<file path="config.mk">
export PLATFORM = sky130hd
export DESIGN_NAME = llc_req_arbiter
export DESIGN_NICKNAME = d
export VERILOG_FILES = /design/src/rtl/llc_req_arbiter.sv
export SDC_FILE = /design/constraint.sdc
export NUM_CORES = 1
export LEC_CHECK = 0
export ABC_CLOCK_PERIOD_IN_PS = 2770
export CELL_PAD_IN_SITES_DETAIL_PLACEMENT = 0
export CELL_PAD_IN_SITES_GLOBAL_PLACEMENT = 2
export CORE_UTILIZATION = 18
export DETAILED_ROUTE_END_ITERATION = 12
export PLACE_DENSITY_LB_ADDON = 0.1
export REMOVE_ABC_BUFFERS = 1
export SETUP_SLACK_MARGIN = 0.02
export SLEW_MARGIN = 10
export SYNTH_ARGS = -nofsm -noshare
export SYNTH_HDL_FRONTEND = slang
export SYNTH_SLANG_ARGS = --single-unit
</file>
<file path="constraint.sdc">
create_clock -name clk -period 2.77 [get_ports clk]
set_input_delay 0.4155 -clock clk [delete_from_list [all_inputs] [get_ports clk]]
set_output_delay 0.4155 -clock clk [all_outputs]
set_load 0.01 [all_outputs]
</file>
<file path="src/rtl/llc_req_arbiter.sv">
// Round-robin arbiter sharing one LLC responder port among NREQ requesters,
// one single-flit request and its BURST-beat reply at a time.
module llc_req_arbiter #(
  parameter int DATA_W = 64,
  parameter int NREQ   = 4,
  parameter int BURST  = 4,
  parameter int TO_CYC = 255
) (
  input  logic                   clk,
  input  logic                   reset,
  input  logic [NREQ-1:0]        req_si,
  output logic [NREQ-1:0]        req_ri,
  input  logic [NREQ*DATA_W-1:0] req_di,
  output logic [NREQ-1:0]        rsp_so,
  input  logic [NREQ-1:0]        rsp_ro,
  output logic [DATA_W-1:0]      rsp_do,
  output logic                   llc_so,
  input  logic                   llc_ri,
  output logic [DATA_W-1:0]      llc_do,
  input  logic                   llc_si,
  output logic                   llc_ro,
  input  logic [DATA_W-1:0]      llc_di,
  output logic                   busy,
  output logic [2:0]             owner,
  output logic                   to_err
);

  localparam int OW = $clog2(NREQ);
  localparam int TW = 16;

  typedef enum logic [1:0] {IDLE, ISSUE, WAIT_RSP} state_t;

  state_t            state, state_nxt;
  logic [OW-1:0]     rr_ptr, owner_q, win, idx;
  logic              win_vld;
  logic [DATA_W-1:0] hold;
  logic [7:0]        beat_cnt;
  logic [TW-1:0]     to_cnt;
  logic              beat, to_fire;

  // Scan from rr_ptr upward; descending loop leaves the closest requester last.
  always_comb begin
    win     = '0;
    win_vld = 1'b0;
    idx     = '0;
    for (int k = NREQ - 1; k >= 0; k--) begin
      idx = OW'((int'(rr_ptr) + k) % NREQ);
      if (req_si[idx]) begin
        win     = idx;
        win_vld = 1'b1;
      end
    end
  end

  always_comb begin
    state_nxt = state;
    req_ri    = '0;
    rsp_so    = '0;
    llc_so    = 1'b0;
    llc_ro    = 1'b0;
    beat      = 1'b0;
    to_fire   = 1'b0;
    case (state)
      IDLE: begin
        if (win_vld && !reset) begin
          req_ri[win] = 1'b1;
          state_nxt   = ISSUE;
        end
      end
      ISSUE: begin
        llc_so = 1'b1;
        if (llc_ri) state_nxt = WAIT_RSP;
      end
      WAIT_RSP: begin
        // Ready toward the LLC never looks at llc_si, breaking the valid/ready loop.
        llc_ro          = rsp_ro[owner_q];
        rsp_so[owner_q] = llc_si;
        beat            = llc_si & rsp_ro[owner_q];
        if (beat) begin
          if (beat_cnt == 8'd1) state_nxt = IDLE;
        end else if (TO_CYC != 0 && to_cnt == TW'(TO_CYC - 1)) begin
          to_fire   = 1'b1;
          state_nxt = IDLE;
        end
      end
      default: state_nxt = IDLE;
    endcase
  end

  always_ff @(posedge clk) begin
    if (reset) begin
      state    <= IDLE;
      rr_ptr   <= '0;
      owner_q  <= '0;
      hold     <= '0;
      beat_cnt <= '0;
      to_cnt   <= '0;
    end else begin
      state <= state_nxt;
      case (state)
        IDLE: begin
          if (win_vld) begin
            hold    <= req_di[int'(win)*DATA_W +: DATA_W];
            owner_q <= win;
            rr_ptr  <= (win == OW'(NREQ - 1)) ? '0 : win + 1'b1;
          end
        end
        ISSUE: begin
          if (llc_ri) begin
            beat_cnt <= 8'(BURST);
            to_cnt   <= '0;
          end
        end
        WAIT_RSP: begin
          if (beat) begin
            beat_cnt <= beat_cnt - 8'd1;
            to_cnt   <= '0;
          end else begin
            to_cnt <= to_cnt + 1'b1;
          end
        end
        default: ;
      endcase
    end
  end

  assign llc_do = hold;
  assign rsp_do = llc_di;
  assign busy   = (state != IDLE);
  assign owner  = 3'(owner_q);
  assign to_err = to_fire;

endmodule

</file>
Yosys cells after proc, flatten, opt, wreduce, memory -nomap -nowiden
Index checks and enable logic that the tools add are counted.
{"block": "word_totals", "ff_bits": 94, "input_bits": 332, "out_inout_bits": 143, "wordCells": 88}
{"block": "classes", "add_sub_neg": 6, "magnitude_cmp": 8, "n_eq_ne": 10, "shifts": 1, "muxes": 44, "n_bitwise": 2, "reduce_logical": 11}
{"op": "$shiftx A256 B9 Y64", "count": 1}
{"op": "$mux W16", "count": 2}
{"op": "$pmux W16 S2", "count": 1}
{"op": "$mux W2", "count": 10}
{"op": "$lt A2 B3 Y1 const B", "count": 6}
{"op": "$mux W1", "count": 17}
{"op": "$add A16 B1 Y16 const B", "count": 1}
{"op": "$eq A16 B8 Y1 const B", "count": 1}
{"op": "$mux W8", "count": 2}
{"op": "$pmux W8 S2", "count": 1}
{"op": "$mux W4", "count": 3}
{"op": "$bmux W1 S2", "count": 5}
{"op": "$eq A8 B1 Y1 const B", "count": 1}
{"op": "$sub A8 B1 Y8 const B", "count": 1}
{"op": "$ne A2 B2 Y1 const B", "count": 3}
{"op": "$ne A3 B3 Y1 const B", "count": 2}
{"op": "$pmux W2 S3", "count": 1}
{"op": "$add A2 B1 Y2 const B", "count": 2}
{"op": "$add A2 B2 Y2 const B", "count": 2}
{"op": "$and A4 B4 Y4", "count": 1}
{"op": "$demux W1 S2", "count": 2}
{"op": "$eq A2 B2 Y1 const B", "count": 2}
{"op": "$ge A2 B1 Y1 const B", "count": 2}
{"op": "$reduce_and A2 Y1", "count": 2}
{"op": "8 further kinds", "count": 11}

Longest topological paths before layout
Gate-level depths: netlist of the first run.
{"block": "depth", "depth_word": 13, "mapped_depth": 9, "mapped_depth_nobuf": 6}

Worst setup path after synthesis of the first run
OpenSTA, ideal clock, no wires.
{"block": "synth_path", "path_kind": "input to output", "start": "input req_si[2]", "end": "output req_ri[3]", "arrival_time_ns": 1.809, "t_required_ns": 2.355, "slack_ns": 0.546, "path_stages": 8, "path_buffers": 3, "path_cell_list": "nor2b_1 a221o_1 and2_1 clkbuf_1 buf_4 buf_2 ha_1 and2_1"}
{"block": "synth_via", "elab_chain_cells": 12, "word_cells_on_any_way": 24, "classes_between": "order compare (2); mux (20); reduce/logical (2)"}
{"element": "start, declared", "line_no": "11", "rtl": "input logic [NREQ-1:0] req_si,"}
{"element": "$bmux W1 S2", "line_no": "48", "rtl": "if (req_si[idx]) begin"}
{"element": "$mux W1 (implied by the code)", "line_no": "48"}
{"element": "$mux W2 (4 in a row)", "line_no": "48"}
{"element": "$lt A2 B3 Y1 (implied by the code) or $ge A2 B1 Y1 (tied branches)", "line_no": "66", "rtl": "req_ri[win] = 1'b1;"}
{"element": "$logic_and A1 B1 Y1 (implied by the code)", "line_no": "66"}
{"element": "$mux W1 (implied by the code)", "line_no": "66"}
{"element": "$demux W1 S2", "line_no": "66"}
{"element": "$mux W4 (*)", "line_no": "65", "rtl": "if (win_vld && !reset) begin"}
{"element": "$mux W4 (*)", "line_no": "63", "rtl": "case (state)"}
{"element": "end, declared", "line_no": "12", "rtl": "output logic [NREQ-1:0] req_ri,"}
Every way passes the cells marked *; elsewhere a longest branch is shown, timed or not. The select of a mux whose other input is x is not followed.

Worst setup path in the final report of the first run
Same ends and word-level chain as after synthesis.

==> results of run 1 <==
cell type report:
class	count	share of cell area (%)
Tap cell	455	5.52
Inverter	7	0.255
Timing Repair Buffer	383	36.7
Clock buffer	11	2.35
Clock inverter	5	0.413
Sequential cell	94	18.3
Multi-Input combinational cell	501	36.5
per-layer routing:
metal / global-route usage [%] / up-vias / wire, um
met5: 5.36 / - / 224
met4: 2.65 / 8 / 202
li1: - / 3205 / -
met3: 13.0 / 17 / 5130
met1: 20.8 / 3200 / 13500
met2: 28.7 / 357 / 15700
worst min-delay path by stage:
stage	end	cells after the start	from	slack (ns)
finish	to_cnt[5]$_SDFFE_PP0P_	1	to_cnt[5]$_SDFFE_PP0P_	0.47
detailed placement	to_cnt[5]$_SDFFE_PP0P_	1	to_cnt[5]$_SDFFE_PP0P_	0.47
global placement	to_cnt[5]$_SDFFE_PP0P_	1	to_cnt[5]$_SDFFE_PP0P_	0.47
floorplan	to_cnt[5]$_SDFFE_PP0P_	1	to_cnt[5]$_SDFFE_PP0P_	0.43
CTS	to_cnt[5]$_SDFFE_PP0P_	1	to_cnt[5]$_SDFFE_PP0P_	0.48
global route	to_cnt[5]$_SDFFE_PP0P_	1	to_cnt[5]$_SDFFE_PP0P_	0.50
through the flow:
step	util, %	area (um2)	hold WS [ns]
after detailed placement	28.8	10000	0.465
after global placement	28.8	10000	0.475
after global routing	29.6	10300	0.501
after CTS	29.6	10300	0.478
final	29.6	10300	0.474
after floorplan	-	5650	0.432
synthesized netlist by cell type, types with 2 or more instances:
cell type | count | area share [%]
nand3_1 | 6 | 0.47
nand2_1 | 28 | 1.6
o221ai_1 | 32 | 4.4
nor2_1 | 35 | 2.0
nand3b_1 | 33 | 3.9
or2_1 | 3 | 0.29
o21ai_1 | 2 | 0.16
dfxtp_1 | 94 | 29
nor2b_1 | 4 | 0.39
a31oi_1 | 39 | 3.8
buf_4 | 67 | 7.8
clkbuf_1 | 48 | 2.8
or2_2 | 2 | 0.19
xor2_1 | 2 | 0.27
o21ai_0 | 12 | 0.94
o211a_1 | 32 | 5.0
nor4b_1 | 2 | 0.27
buf_2 | 13 | 1.0
or3_1 | 3 | 0.29
nor4_1 | 4 | 0.39
nand2b_1 | 37 | 3.6
and2_1 | 4 | 0.39
a21o_1 | 2 | 0.23
and4_1 | 3 | 0.41
nor3_1 | 5 | 0.39
inv_1 | 7 | 0.41
mux2i_1 | 65 | 10
o31ai_1 | 32 | 3.7
mux2_2 | 33 | 5.8
ha_1 | 5 | 0.97
a21oi_1 | 15 | 1.2
nand4_1 | 36 | 3.5
xnor2_1 | 8 | 1.1
buf_1 | 2 | 0.12
repair_timing:
item | in CTS | in global routing
setup endpoints to repair | 4 | 1
cloned | 0 | 0
resized for setup | 4 | 1
flip-flops by register name (all words and copies together) (netlist names):
| register | cells |
|---|---|
| state | 2 |
| llc_do | 64 |
| rr_ptr | 2 |
| owner_q | 2 |
| to_cnt | 16 |
| beat_cnt | 8 |
layout by cell type (no fill, tap or decap), types with 3 or more instances in the layout:
cell type	n
buf_4	34
nor2_1	33
and2_1	3
nor4_1	4
o211a_1	32
mux2_2	33
nor3_1	5
or3_1	3
nand2b_1	37
nor2b_1	4
a21oi_1	13
clkbuf_16	9
o31ai_1	32
clkdlybuf4s50_1	339
dlygate4sd2_1	4
ha_1	5
xnor2_1	8
mux2i_1	65
dfxtp_1	94
inv_1	7
o21ai_0	12
clkinv_4	3
buf_12	4
nand3_1	6
and4_1	3
o221ai_1	32
nand4_1	36
nand3b_1	33
nand2_1	28
a31oi_1	39
power breakdown:
part           switching, mW  leakage (nW)  total [mW]  internal [mW]
clock                  0.669         0.136        1.31          0.645
sequential             0.118         0.775        1.68           1.56
combinational           1.05          2.99        2.30           1.24
kinds of logic (layout without fill, tap and decap cells):
family	Yosys count	after routing	share of synthesized area, %
other	1	1	0.0584
buffers and inverters	138	406	12.4
AOI/OAI and AO/OA	173	173	20.3
DFF	94	94	29.3
and+or+nand+nor	213	213	19.3
muxes	99	99	16.3
adders and majority gates	5	5	0.975
xor gates and xnor gates	10	10	1.36
==> results.md, run 1 <==
* Least-Margin Pin Slew at 0.776 ns
* CP Class: in2out
* WP depth at 7
* Die height at 191 um
* Core area at 34800 um2
* Yosys cell types at 52
* CTS Hold Bufs at 0
* Synth Area per Inst at 8.76 um2
* Post-DP HPWL at 25400 um
* CP Max Fanout at 5
* Avg Vias per Cell at 4.66
* FF+latch count, synth at 94
* Synthesized cell area at between 6000 and 7000 um2
* Reg2Reg Setup Slack at 0.46 ns
* # DRC at 0
* Final slew viol count at 0
* Cell Rows at 68
* Worst Path Arrival at 2.19 ns
* Crit path max-delay family: buffers and inverters
* Total Power at 5.29 mW
* Worst setup margin at approximately 0.16 ns
* H-tree depth at 3
* Crit path largest cell delay at 0.49 ns
* Final ANT Viol Nets at 0
* R2R depth at 6
* CTS tree: built
* Pin count of the biggest net entering global routing at 49
* Slew HR at approximately half
* DR pass1 iterations at 6
* CTS buffer count at 9
* FF+latch area at 1880 um2
* Final Hold Fails at 0
* Finished Layout Cells at 1456
* Total routed wirelength at between 30000 and 40000 um
* Required time of the critical path at 2.35 ns
* Leak pwr at slightly below 4 nW
* Crit end category: primary output
* Gp weighted congestion at 0.744
* Async S/R FF share, synth at 0%
* Max Fclk at 384 MHz
* Slowest-stage cell, CP: clkdlybuf4s50_1
* Clk_skew at 0.00949 ns
* Area growth from synthesis to layout at 60.6%
* First-pass GRT wire length at 49200 um
* Worst setup startpoint: req_si[2]
* Clock-pin slew on the worst setup and hold paths at about 0.080 ns
* Clock Sinks at 94
* FF-to-FF Start: rr_ptr[1]$_SDFFE_PP0P_
* Dpl cells at 1440
* CP endpoint: req_ri[3]
* Bufs and invs on worst path at 2
* DR vias at 6787
* Die width at 191 um
* Tmin final at roughly 2.6 ns
* Worst R2R End: llc_do[46]$_SDFFE_PP0P_
* Initial Utilization at 18.4%
* WL/cell at 23.9 um
* Port Buffers at 345
* Number of global-route vias before repair at slightly below 7000
* Share of layout cells above drive strength 1 at between 9 and 10%
* Total congestion overflow at 0
* Clock latency on the worst-skew pair at 0.37 ns
* Multi-input logic area at 3770 um2
* Setup TNS at 0 ns
* Filler cell count at 3687
* GRT Overall Usage at between 10% and 20%
* RSZ-0062 raised after global routing: no
* Power per cell area at about 510 nW/um2
* Seq/Total Area, Yosys at around 29%
* Initial antenna violation count at 1
* Fin crit share at between 90% and 100%
* CTS Buffer Depth at 2
* IO Count at 475
* Post-synth EDFFs at 0
* Hold crit path type: reg2reg
* Total of max-cap violations at 0
* Setup WS pre-CTS at -0.103 ns
* CP Launch Type: input port
* DRT iter0 DRCs at about 250
* Setup Buffers After CTS at 0
* Final nets at 1333
* Mapped Cells at 733
* Status: finished clean
* Top FF cell, synth: dfxtp_1
* Final setup fails at 0
* Die ar. at 36400 um2
* Peak VDD IR at 321 uV
* Yosys Warn Count at 0
* # diodes at 0
* Critical path cell sequence: clkdlybuf4s50_1 > nor2b_1 > a221o_1 > and2_4 > ha_1 > and2_1 > dlygate4sd2_1
* Root Driver: clkbuf_16
Note: power is estimated with default switching activity, not from simulation.
==> run 2, diff against run 1 <==
Settings changed: ABC_CLOCK_PERIOD_IN_PS 2770 to 2280, CORE_UTILIZATION 18 to 16.
Clock period 2.77 ns to 2.28 ns, I/O delays scaled along.
==> results.md, run 2 (synthesis results as in run 1) <==
* Hold path cells at 1
* Crit end category: primary output
* Initial Utilization at 16.2%
* Top Usage Layer GRT: met2
* Max reg flops at 64
* H-tree depth at 3
* Final setup fails at 0
* Cell Rows at 73
* IO Count at roughly 480
* FF-to-FF Start: rr_ptr[1]$_SDFFE_PP0P_
* GRT Overall Usage at between 10% and 20%
* Core area at 39600 um2
* Final Hold Fails at 0
* Final slew viol count at 0
* Most common cell after layout, fill and taps aside: clkdlybuf4s50_1
* DR vias at 6863
* CP Launch Type: flop
* Pin count of the biggest net entering global routing at about 80
* Met3 usage at 10.1%
* First-pass GRT wire length at 51000 um
* Final nets at 1350
* Crit path max-delay family: simple AND/OR/NAND/NOR gates
* Hold crit path type: reg2reg
* Leak pwr at 4.06 nW
* Slowest-stage cell, CP: dfxtp_2
* Filler cell count at 4257
* Final ANT Viol Nets at 0
* Peak VDD IR at 445 uV
* CP endpoint: req_ri[3]
* CTS buffer count at 9
* Max Fclk at 453 MHz
* Post-DP HPWL at 25800 um
* Worst R2R End: llc_do[46]$_SDFFE_PP0P_
* Clock Sinks at 94
* Total routed wirelength at 35700 um
* Crit path largest cell delay at 0.36 ns
* WP depth at 7
* Required time of the critical path at 1.94 ns
* CTS Hold Bufs at 0
* Reg2Reg Setup Slack at 0.17 ns
* Bufs and invs on worst path at 2
* Number of global-route vias before repair at 7105
* Share of layout cells above drive strength 1 at 12.8%
* Total of max-cap violations at 0
* Met2 Use GR at 25.9%
* DRT iter0 DRCs at 298
* WL/cell at ~23 um
* Tmin final at 2.21 ns
* Commonest non-fill, non-tap cells in the layout: clkdlybuf4s50_1, dfxtp_1, mux2i_1, buf_4, a31oi_1
* Port Buffers at 345
* Die width at 202 um
* Die ar. at 40900 um2
* Total Power at between 6 and 7 mW
* # DRC at 0
* Clk_skew at around 0.01 ns
* R2R depth at 9
* CP Max Fanout at 6
* Area growth from synthesis to layout at 65.1%
* Initial antenna violation count at 1
* Clock latency on the worst-skew pair at 0.38 ns
* Hold_ws at about 0.48 ns
* Critical path cell sequence: buf_4 > nand2_1 > a221o_1 > and2_4 > ha_1 > and2_1 > buf_2
* Worst Path Arrival at 1.87 ns
* Status: finished clean
* Post-layout util at between 20% and 30%
* Setup TNS at 0 ns
* RSZ-0062 raised after global routing: yes
* CP Class: reg2out
* Worst setup startpoint: rr_ptr[1]$_SDFFE_PP0P_
* Avg Vias per Cell at between 4 and 5
* CTS Buffer Depth at 2
* GR Util met1 at roughly 20%
* Root Driver: clkbuf_16
* DR pass1 iterations at 4
* Clock-pin slew on the worst setup and hold paths at 0.07 ns
* Fin crit share at a little over nine tenths
* Die height at around 200 um
* CTS tree: built
* Power per cell area at 623 nW/um2
* Gp weighted congestion at 0.745
* Total congestion overflow at 0
==> run 2: worst min-delay path by stage <==
| stage | startpoint | endpoint | slack (ns) |
|---|---|---|---|
| final | to_cnt[5]$_SDFFE_PP0P_ | to_cnt[5]$_SDFFE_PP0P_ | 0.48 |
| after floorplan | reset | beat_cnt[2]$_SDFFE_PP0P_ | 0.41 |
| after CTS | rr_ptr[1]$_SDFFE_PP0P_ | rr_ptr[1]$_SDFFE_PP0P_ | 0.49 |
| after global routing | rr_ptr[1]$_SDFFE_PP0P_ | rr_ptr[1]$_SDFFE_PP0P_ | 0.49 |
| after global placement | to_cnt[5]$_SDFFE_PP0P_ | to_cnt[5]$_SDFFE_PP0P_ | 0.46 |
| after detailed placement | to_cnt[5]$_SDFFE_PP0P_ | to_cnt[5]$_SDFFE_PP0P_ | 0.47 |
==> run 2: timing repair <==
item,CTS,global route
cloned,0,0
endpoints found under the hold margin,0,0
resized for setup,31,10
buffers inserted,2,0
pin swaps,3,3
endpoints found under the setup margin,38,54
==> run 2: area by class of cell <==
class,instances,area [um2],area share [%]
clock inverters,5,57.6,0.543
flip-flops and latches,94,1880,17.8
inverters,7,26.3,0.248
repair buffers,400,3940,37.2
clock buffers,11,243,2.29
well taps,525,657,6.20
multi-input cells,501,3790,35.8
diodes,1,2.50,0.0236
==> run 2: per-layer routing <==
layer	vias to the layer above	part of all wire (%)
li1	3247	-
met3	15	12
met1	3271	43
met2	324	44
met5	-	0.60
met4	6	0.81
==> run 2: per-stage QoR <==
stage                     std cells  instance area [um2]  worst slack (ns)
final                          1544                10600            0.0719
after global routing           1543                10600           -0.0341
after CTS                      1543                10600            0.0124
after detailed placement       1525                10300            -0.497
after global placement         1525                10300            -0.462
after floorplan                 602                 5650             -2.53
==> run 2: power by group <==
group	switching [mW]	internal (mW)	total, mW	leakage [nW]
Clock	0.793	0.887	1.68	0.150
Sequential	0.140	1.90	2.04	0.776
Combinational	1.32	1.56	2.89	3.13
==> run 3, diff against run 2 <==
Settings changed: CORE_AREA set to 2 2 183 185, CORE_UTILIZATION 16 to not set, DIE_AREA set to 0 0 185 187, DONT_BUFFER_PORTS set to 1.
==> results.md, run 3 (synthesis results as in run 1) <==
* Port Buffers at 0
* Area growth from synthesis to layout at 9.84%
* Most common cell after layout, fill and taps aside: dfxtp_1
* Crit end category: primary output
* DRT iter0 DRCs at 369
* DR pass1 iterations at 4
* GRT Overall Usage at between 10% and 20%
* Filler cell count at 3640
* Max reg flops at 64
* R2R depth at 7
* Post-layout util at 21.5%
* Setup TNS at 0 ns
* Initial antenna violation count at 0
* Dpl cells at 1081
* Hold crit path type: in2reg
* Hold Startpoint: reset
* Worst R2R End: llc_do[15]$_SDFFE_PP0P_
* Pin count of the biggest net entering global routing at slightly above 80
* Least-Margin Pin Slew at 0.717 ns
* Tmin final at 2.19 ns
* Die ar. at 34600 um2
* CTS Buffer Depth at 2
* Commonest non-fill, non-tap cells in the layout: dfxtp_1, mux2i_1, a31oi_1, nand2b_1, nand4_1
* RSZ-0062 raised after global routing: no
* Slowest-stage cell, CP: dfxtp_4
* Final ANT Viol Nets at 0
* Avg Vias per Cell at 5.10
* Total routed wirelength at 30200 um
* Die width at 185 um
* FF+latch area at 1890 um2
* Gp weighted congestion at 0.732
* CTS Hold Bufs at 0
* Area after DPL at 6550 um2
* Root Driver: clkbuf_16
* Cell Rows at 67
* Finished Layout Cells at 1104
* IO Count at 475
* Required time of the critical path at about 1.9 ns
* CP Launch Type: flop
* Total congestion overflow at 0
* Critical path cell sequence: nand2b_1 > a21oi_4 > nor3_4 > buf_4 > nand2b_1 > buf_12 > nor2_4
* DR vias at 5633
* Initial Utilization at 19.5%
* CP Class: reg2out
* Worst Path Arrival at roughly 1.8 ns
* CP Max Fanout at 27
* Total of max-cap violations at 0
* # DRC at 0
* Slew HR at between 50 and 60%
* Clock Sinks at 94
* Clk_skew at 0.0159 ns
* Final Hold Fails at 0
* Most frequent cell on the critical path: nand2b_1
* Fin crit share at 95.9%
* # diodes at 0
* Clock-pin slew on the worst setup and hold paths at 0.08 ns
* WL/cell at 27.3 um
* Status: finished clean
* Fin area at 7050 um2
* Hold worst-path end: rr_ptr[1]$_SDFFE_PP0P_
* Post-DP HPWL at 21900 um
* Share of layout cells above drive strength 1 at 17.1%
* Multi-input logic area at approximately 3900 um2
* Final nets at 988
* CTS buffer count at 9
* First-pass GRT wire length at approximately 42000 um
* Clock latency on the worst-skew pair at 0.37 ns
* Die height at 187 um
* Leak pwr at 2.61 nW
* CTS tree: built
* Final slew viol count at 0
* Crit path largest cell delay at ~0.37 ns
* FF-to-FF Start: rr_ptr[1]$_SDFFE_PP0P_
* Core area at 32900 um2
* Number of global-route vias before repair at about 5800
* Power per cell area at just over 800 nW/um2
* Max Fclk at 458 MHz
* Final setup fails at 0
* Peak VDD IR at 360 uV
* Reg2Reg Setup Slack at 0.13 ns
* Hold path cells at 1
* H-tree depth at 3
[run 3: changes by cell type in the layout (fill, tap and decap cells not counted), moves of 3 or more]
cell / change
nor2_1: -3
nor2_4: +4
dlymetal6s2s_1: -3
buf_12: -4
buf_2: -5
buf_4: -17
clkdlybuf4s50_1: -330
dlygate4sd2_1: -5
[run 3: worst max-delay path by stage]
stage / startpoint / end / slack [ns] / cells past startpoint
3_3_place_gp: rr_ptr[1]$_SDFFE_PP0P_ / llc_do[30]$_SDFFE_PP0P_ / 0.03 / 5
2_1_floorplan: req_si[0] / llc_do[46]$_SDFFE_PP0P_ / -2.53 / 5
5_1_grt: rr_ptr[1]$_SDFFE_PP0P_ / req_ri[0] / 0.02 / 7
4_1_cts: rr_ptr[1]$_SDFFE_PP0P_ / req_ri[0] / -0.01 / 7
6_report: rr_ptr[1]$_SDFFE_PP0P_ / req_ri[2] / 0.09 / 7
3_5_place_dp: rr_ptr[1]$_SDFFE_PP0P_ / llc_do[15]$_SDFFE_PP0P_ / -0.05 / 5
[run 3: layout make-up]
cell class	instances	area share [%]
flip-flops and latches	94	26.8
inverters	7	0.373
well taps	448	7.95
clock buffers	13	3.83
multi-input cells	502	54.8
repair buffers	37	5.34
clock inverters	3	0.923
[run 3: stage by stage]
| step | hold slack [ns] | setup WS, ns | power [mW] |
|---|---|---|---|
| floorplan | 0.411 | -2.53 | 3.36 |
| global placement | 0.430 | 0.0323 | 3.98 |
| detailed placement | 0.438 | -0.0493 | 4.00 |
| CTS | 0.0190 | -0.0114 | 5.95 |
| global route | 0.0474 | 0.0179 | 6.17 |
| finish | 0.0953 | 0.0946 | 5.83 |
[run 3: timing repair]
| action | in CTS | in global routing |
|---|---|---|
| endpoints found under the setup margin | 10 | 5 |
| pin swaps | 3 | 2 |
| resized for setup | 11 | 12 |
| buffers inserted | 4 | 1 |
| cloned | 2 | 0 |
[run 3: routing by layer]
layer,vias up,wire (um),track usage (%)
li1,2513,-,-
met1,2704,12000,19.4
met2,376,13100,25.2
met3,32,4360,11.9
met4,8,467,4.15
met5,-,286,5.86
[run 3: where the power goes]
part	internal, mW	leakage (nW)	switching (mW)
combinational	0.811	1.67	0.993
clock	1.05	0.166	0.749
sequential	1.90	0.776	0.318
total	3.77	2.61	2.06
[run 3: critical path, delay by kind of cell, from the launching register on]
family | cells | cell delay, ns
AO/OA/AOI/OAI | 1 | 0.20
buffers and inverters | 2 | 0.34
flip-flops | 1 | 0.37
AND/OR/NAND/NOR | 4 | 0.54
